$ cat config.mk
export PLATFORM = sky130hd
export DESIGN_NAME = vm_multi_product
export DESIGN_NICKNAME = d
export VERILOG_FILES = /design/src/rtl/vm_multi_product.sv
export SDC_FILE = /design/constraint.sdc
export NUM_CORES = 1
export LEC_CHECK = 0
export ABC_AREA = 1
export BUFFER_PORTS_ARGS = -buffer_cell sky130_fd_sc_hd__buf_2
export CAP_MARGIN = 5
export CORE_MARGIN = 5
export CORE_UTILIZATION = 45
export CTS_BUF_LIST = sky130_fd_sc_hd__clkbuf_4
export CTS_CLUSTER_DIAMETER = 200
export DETAILED_ROUTE_END_ITERATION = 6
export GPL_ROUTABILITY_DRIVEN = 1
export PLACE_DENSITY = 0.65
export SLEW_MARGIN = 20
export SYNTH_ARGS = -nofsm -noshare
export SYNTH_HDL_FRONTEND = slang
export SYNTH_SLANG_ARGS = --single-unit
$ cat constraint.sdc
create_clock -name clk -period 2.68 [get_ports clk]
set_input_delay 0 -clock clk [delete_from_list [all_inputs] [get_ports clk]]
set_output_delay 0 -clock clk [all_outputs]
set_load 0.005 [all_outputs]
$ cat src/rtl/vm_multi_product.sv
// vm_multi_product: multi-product vending controller with serial 5 rs change return
//
// Ports:
//   clk, rst     clock (rising edge) and synchronous active-high reset
//   coin         00 none, 01 = 5 rs, 10 = 10 rs, 11 = invalid
//   sel_valid    one-cycle product request, product id on sel_id
//   cancel       one-cycle refund request
//   out, out_id  one-cycle vend pulse and vended product (out_id holds last value)
//   change_5     one pulse per 5 rs returned
//   credit       current credit in 5 rs units
//   busy         high while vending or returning change
//   coin_reject  previous cycle's coin was not credited
//   sel_err      previous cycle's selection was refused
module vm_multi_product #(
   parameter int                     NUM_PROD   = 2,
   parameter int                     SEL_W      = 1,
   parameter int                     CW         = 6,
   parameter logic [NUM_PROD*CW-1:0] PRICES     = {6'd3, 6'd2},
   parameter int                     MAX_CREDIT = 20
) (
   input  logic             clk,
   input  logic             rst,
   input  logic [1:0]       coin,
   input  logic             sel_valid,
   input  logic [SEL_W-1:0] sel_id,
   input  logic             cancel,
   output logic             out,
   output logic [SEL_W-1:0] out_id,
   output logic             change_5,
   output logic [CW-1:0]    credit,
   output logic             busy,
   output logic             coin_reject,
   output logic             sel_err
);
   typedef enum logic [1:0] {IDLE, VEND, CHANGE} state_t;
   state_t           state_q, state_d;
   logic [CW-1:0]    credit_q, credit_d, price;
   logic [SEL_W-1:0] out_id_q, out_id_d;
   logic             out_q, out_d, change_5_q, change_5_d, busy_q, busy_d;
   logic             coin_reject_q, coin_reject_d, sel_err_q, sel_err_d;
   logic             id_ok, coin_ok;
   logic [CW:0]      sum;
   always_comb begin
      price = '0;
      id_ok = 1'b0;
      for (int i = 0; i < NUM_PROD; i++)
         if (int'(sel_id) == i) begin
            price = PRICES[i*CW +: CW];
            id_ok = 1'b1;
         end
   end
   // Credit limit is checked one bit wider than the register so it never wraps.
   assign sum     = {1'b0, credit_q} + (coin == 2'b10 ? (CW+1)'(2) : (CW+1)'(1));
   assign coin_ok = (coin == 2'b01 || coin == 2'b10) && sum <= (CW+1)'(MAX_CREDIT);
   always_comb begin
      state_d       = state_q;
      credit_d      = credit_q;
      out_d         = 1'b0;
      out_id_d      = out_id_q;
      change_5_d    = 1'b0;
      busy_d        = 1'b0;
      coin_reject_d = coin != 2'b00;
      sel_err_d     = 1'b0;
      case (state_q)
         IDLE: begin
            if (cancel) begin
               // First change pulse is issued together with the move to CHANGE.
               if (credit_q != '0) begin
                  state_d    = CHANGE;
                  credit_d   = credit_q - 1'b1;
                  change_5_d = 1'b1;
                  busy_d     = 1'b1;
               end
            end else if (sel_valid) begin
               if (id_ok && credit_q >= price) begin
                  state_d  = VEND;
                  credit_d = credit_q - price;
                  out_d    = 1'b1;
                  out_id_d = sel_id;
                  busy_d   = 1'b1;
               end else
                  sel_err_d = 1'b1;
            end else if (coin_ok) begin
               credit_d      = sum[CW-1:0];
               coin_reject_d = 1'b0;
            end
         end
         default: begin
            // VEND and CHANGE both drain remaining credit one unit per cycle.
            if (credit_q != '0) begin
               state_d    = CHANGE;
               credit_d   = credit_q - 1'b1;
               change_5_d = 1'b1;
               busy_d     = 1'b1;
            end else
               state_d = IDLE;
         end
      endcase
   end
   always_ff @(posedge clk) begin
      if (rst) begin
         state_q       <= IDLE;
         credit_q      <= '0;
         out_q         <= 1'b0;
         out_id_q      <= '0;
         change_5_q    <= 1'b0;
         busy_q        <= 1'b0;
         coin_reject_q <= 1'b0;
         sel_err_q     <= 1'b0;
      end else begin
         state_q       <= state_d;
         credit_q      <= credit_d;
         out_q         <= out_d;
         out_id_q      <= out_id_d;
         change_5_q    <= change_5_d;
         busy_q        <= busy_d;
         coin_reject_q <= coin_reject_d;
         sel_err_q     <= sel_err_d;
      end
   end
   assign out         = out_q;
   assign out_id      = out_id_q;
   assign change_5    = change_5_q;
   assign credit      = credit_q;
   assign busy        = busy_q;
   assign coin_reject = coin_reject_q;
   assign sel_err     = sel_err_q;
endmodule

After elaboration in Yosys (flattened, before gate mapping) --
Index checks and enable logic that the tools add are counted.
Word-level totals: flip-flop bits (word level) 14, latch bits 0, bits in writable memories 0, memory bits (read-only) 0, bits of input ports 7, output and inout bits 12, word-level logic and storage cells 59, memories 0
Cells by class: $add $sub $neg 3, $mul 0, div/mod/pow operators 0, $lt $le $gt $ge 2, equal/unequal tests 7, shift operators 0, multiplexer cells 26, bitwise logic cells 3, reduce and logical (&&, ||, !) cells 10
Operators with widths (count):
- $mux 6 | 6
- $mux 2 | 7
- $mux 1 | 13
- $ne 3x3->1 const B | 3
- $ne 4x4->1 const B | 2
- $add 6x2->7 | 1
- $le 7x5->1 const B | 1
- $ge 6x6->1 | 1
- $reduce_bool 6->1 | 1
- $sub 6x1->6 const B | 1
- $sub 6x6->6 | 1
- $reduce_and 4->1 | 1
- $reduce_or 4->1 | 1
- $not 1->1 | 3
- $reduce_and 3->1 | 1
- $reduce_or 3->1 | 1
- $eq 2x1->1 const B | 1
- $eq 2x2->1 const B | 1
- $logic_not 2->1 | 1
- $reduce_and 2->1 | 1
- $reduce_bool 2->1 | 1
- $logic_and 1x1->1 | 1
- $logic_or 1x1->1 | 1

Depth between registers and ports, before layout --
word-level depth 9, mapped depth 17, mapped depth without buffers 16

Worst setup path before layout --
No wires, ideal clock.
path kind flip-flop to flip-flop, from register credit_q[0], in the netlist credit[0], to register credit_q[1], in the netlist credit[1], setup time 115 ps, data arrival time 1898 ps, required time 2565 ps, path slack 667 ps, cell stages (with the launch flop) 14, buffers on the path 1, period minus slack after synthesis 2013 ps, cell sequence dfxtp_1 ha_1 inv_1 fa_1 inv_1 nand2_1 o21ai_2 and2_1 nand2_1 nand2_2 nand2_4 buf_8 a21oi_1 nor2_1
On the way: longest elaborated chain between the ends 5, elaborated cells between the ends (all ways) 16, those cells by class add/sub (3); order compare (2); eq/ne (2); mux (6); reduce/logical (3)
Ends and longest elaborated chain:
- start, declared | RTL line 37 | logic [CW-1:0] credit_q, credit_d, price;
- start signal, assigned | RTL line 112 | credit_q <= credit_d;
- $add 6x2->7 / $sub 6x6->6 (equally long branches) | RTL line 53, 77
- $le 7x5->1 (tied with other cells) | RTL line 54 | assign coin_ok = (coin == 2'b01 || coin == 2'b10) && sum <= (CW+1)'(MAX_CREDIT);
- $logic_and 1x1->1 / $mux 6 (equally long branches) | RTL line 54, 74
- $ne 4x4->1 (no source line) / $mux 6 (equally long branches)
- $reduce_and 2->1 (no source line) / $mux 6 (equally long branches)
Several ways; a longest one is shown, not always the timed one. The select of a mux whose other input is x is not followed. A chain may end at the register's enable or synchronous reset.

Final worst setup path --
from register credit_q[0], in the netlist credit[0], to register credit_q[5], in the netlist credit[5]
Same word-level chain as after synthesis.

==> results_dict.tcl <==
set metrics [dict create \
    die_y_um 62.20 \
    vias 1163 \
    dp_hpwl_um 2189 \
    p_leak_nw 0.7379 \
    hold_path.class "primary input to register" \
    crit_path_start_kind "register" \
    drtAntennaViolNets 0 \
    track_usage 0.1451 \
    swShare 0.5012 \
    drive_gt1_frac 0.2079 \
    cp.arrival_ps 2320 \
    cts_buffer_depth 2 \
    required_ps 2860 \
    utilization 0.4970 \
    yosysMostFrequentCell "nand2_1" \
    tightest_slew_ps 532.6 \
    hold_depth 3 \
    vias_per_cell 4.991 \
    fmax_mhz 466.5 \
    routed_wl_um 2771 \
    ys_seq_elements 14 \
    synthArstFlopShare 0 \
    yosysTopAreaCellShare 0.2286 \
    tns_ps 0 \
    crit_type "register to register" \
    skew_ps 9.712 \
    first_iter_violations 17 \
    coreArea_um2 2686 \
    ios 19 \
    hold_violations 0 \
    antenna_cells 0 \
    cts_resized 0 \
    placement_rows 19 \
    synth_area_leaders "dfxtp_1, nand2_1, nand3_1" \
    slew_violations 0 \
    crit_path_end_kind "register" \
    synth_edf_count 0 \
    yosysSeqAreaShare 0.2286 \
    final_net_count 219 \
    p_seq_frac 0.261 \
    worstPathCellList "ha_1 > inv_1 > fa_1 > inv_1 > nand2_1 > o21ai_2 > and2_1 > nand2_1 > nand2_2 > nand2_4 > a21oi_1 > nor2_1" \
    synthCells 184 \
    grt_first_pass_wirelength_um 4636 \
    hp-start "sel_id" \
    syn_avg_cell_area_um2 6.664 \
    clkPwrFrac 0.096 \
    relSlewSlack 0.6445 \
    synthToLayoutAreaGrowth_pct 8.878 \
    wl_per_cell_um 11.89 \
    internal_power_mw 0.6610 \
    setup_viol_count_final 0 \
    comb_power_share 0.643 \
    clk_pin_slew_ps 90 \
    r2r_start "credit[0]" \
    yosysUniqueCellTypes 30 \
    status "completed" \
    vdd_drop_max_uv 604.0 \
    postLayoutCellArea_um2 1335 \
    p_sw_mw 0.6643 \
    max_stage_delay_ps 400 \
    grt_max_degree 14 \
    gp_congestion 0.8900 \
    die_x_um 62.20 \
    root_buffer "clkbuf_4" \
    worst-path-max-fanout 12 \
    startpoint "credit[0]" \
    syn_area_um2 1226 \
    grt_antenna_before_repair 0 \
    path_buf_inv 2 \
    ys.flop_type "dfxtp_1" \
    clkLatencyLatePin_ps 290 \
    grt_pass1_vias 1036 \
    grt_overflow 0 \
    power_density_nw_per_um2 992.7 \
    firstDrtPassIters 4 \
    cpMaxStageDelayCell "dfxtp_1" \
    synth_fp_nets 200 \
    yosysTopAreaCell "dfxtp_1" \
    cap_violations 0 \
    cp.depth 12 \
    path_delay_family "adder cells" \
    synthTopCellsByCount "nand2_1, inv_1, nand3_1" \
    yosys_warnings 0 \
    placed_area_um2 1299 \
    cts_sinks 14 \
    worst_r2r_path_depth 12 \
    initial_core_util 0.4565 \
    io_buffers 18 \
    rsz0062_at_grt "false" \
    fin_crit_ps 2144 \
    dieArea_um2 3869 \
    fin_crit_sh 0.7999 \
    numCtsBuffers 3 \
    htreeDepth 1 \
    cts_tree "done" \
    drc 0 \
]
metal layers:
| layer | part of all wire | global-route usage | up-vias |
|---|---|---|---|
| met5 | 0 | 0 | - |
| met4 | 0.014 | 0.03523 | 0 |
| met3 | 0.065 | 0.05405 | 8 |
| met2 | 0.49 | 0.2448 | 34 |
| met1 | 0.43 | 0.1721 | 507 |
| li1 | - | - | 614 |
stage by stage:
step	hold slack (ps)	std cells	power, mW	setup slack (ps)
2_1_floorplan	117.8	184	1.038	667.0
3_3_place_gp	287.3	228	1.185	545.5
3_5_place_dp	291.8	228	1.199	495.7
4_1_cts	14.54	233	1.333	529.4
5_1_grt	26.81	233	1.478	312.9
6_report	22.94	233	1.325	536.2
final cells by class:
type | instances | area, µm²
inverter | 29 | 108.9
timing repair buffer | 20 | 107.6
clock buffer | 3 | 22.52
fill | 298 | 1351
multi-input combinational | 135 | 773.2
clock inverter | 1 | 3.754
tap | 31 | 38.79
sequential | 14 | 280.3
power by group through the flow:
stage | Clock (mW) | Sequential [mW] | Combinational [mW]
6_report | 0.127 | 0.346 | 0.852
4_1_cts | 0.130 | 0.346 | 0.857
5_1_grt | 0.147 | 0.358 | 0.973
3_3_place_gp | 0 | 0.349 | 0.835
3_5_place_dp | 0 | 0.351 | 0.847
2_1_floorplan | 0 | 0.321 | 0.718
sequential cells by signal (all words and copies together), names as in the netlist:
signal / flops
change_5: 1
out_id: 1
busy: 1
state_q: 2
sel_err: 1
coin_reject: 1
credit: 6
out: 1
worst min-delay path, delay by kind of cell:
kind                   cells  cell delay (ps)
buffers and inverters      1              110
AOI/OAI and AO/OA          1               70
and+or+nand+nor            1               80
final timing paths:
path                                  end  slack [ps]
worst max-delay path            credit[5]         540
worst min-delay path               out_id          20
worst max register to register  credit[5]         540
worst min register to register     out_id         490
cell families (layout without fill, tap and decap cells):
group                    after synthesis  count (layout)  synth area share
AO/OA/AOI/OAI                         13              13           0.06225
buffers and inverters                 35              53            0.1408
flip-flops                            14              14            0.2286
XOR/XNOR                               5               5           0.03572
AND/OR/NAND/NOR                      108             108            0.4347
adder cells (fa/ha/maj)                9               9           0.09796
layout by cell type (no fill, tap or decap), drive strengths merged, types with 8 or more instances in the layout:
| master | instances |
|---|---|
| ha | 8 |
| nand3 | 26 |
| inv | 28 |
| a21oi | 8 |
| buf | 19 |
| nor2 | 24 |
| dfxtp | 14 |
| nand2 | 53 |
timing repair:
item / 4_1_cts / 5_1_grt
hold buffers: 1 / 0
setup buffers: 0 / 0
hold endpoints to repair: 6 / 0
Note: power is estimated with default switching activity, not from simulation.
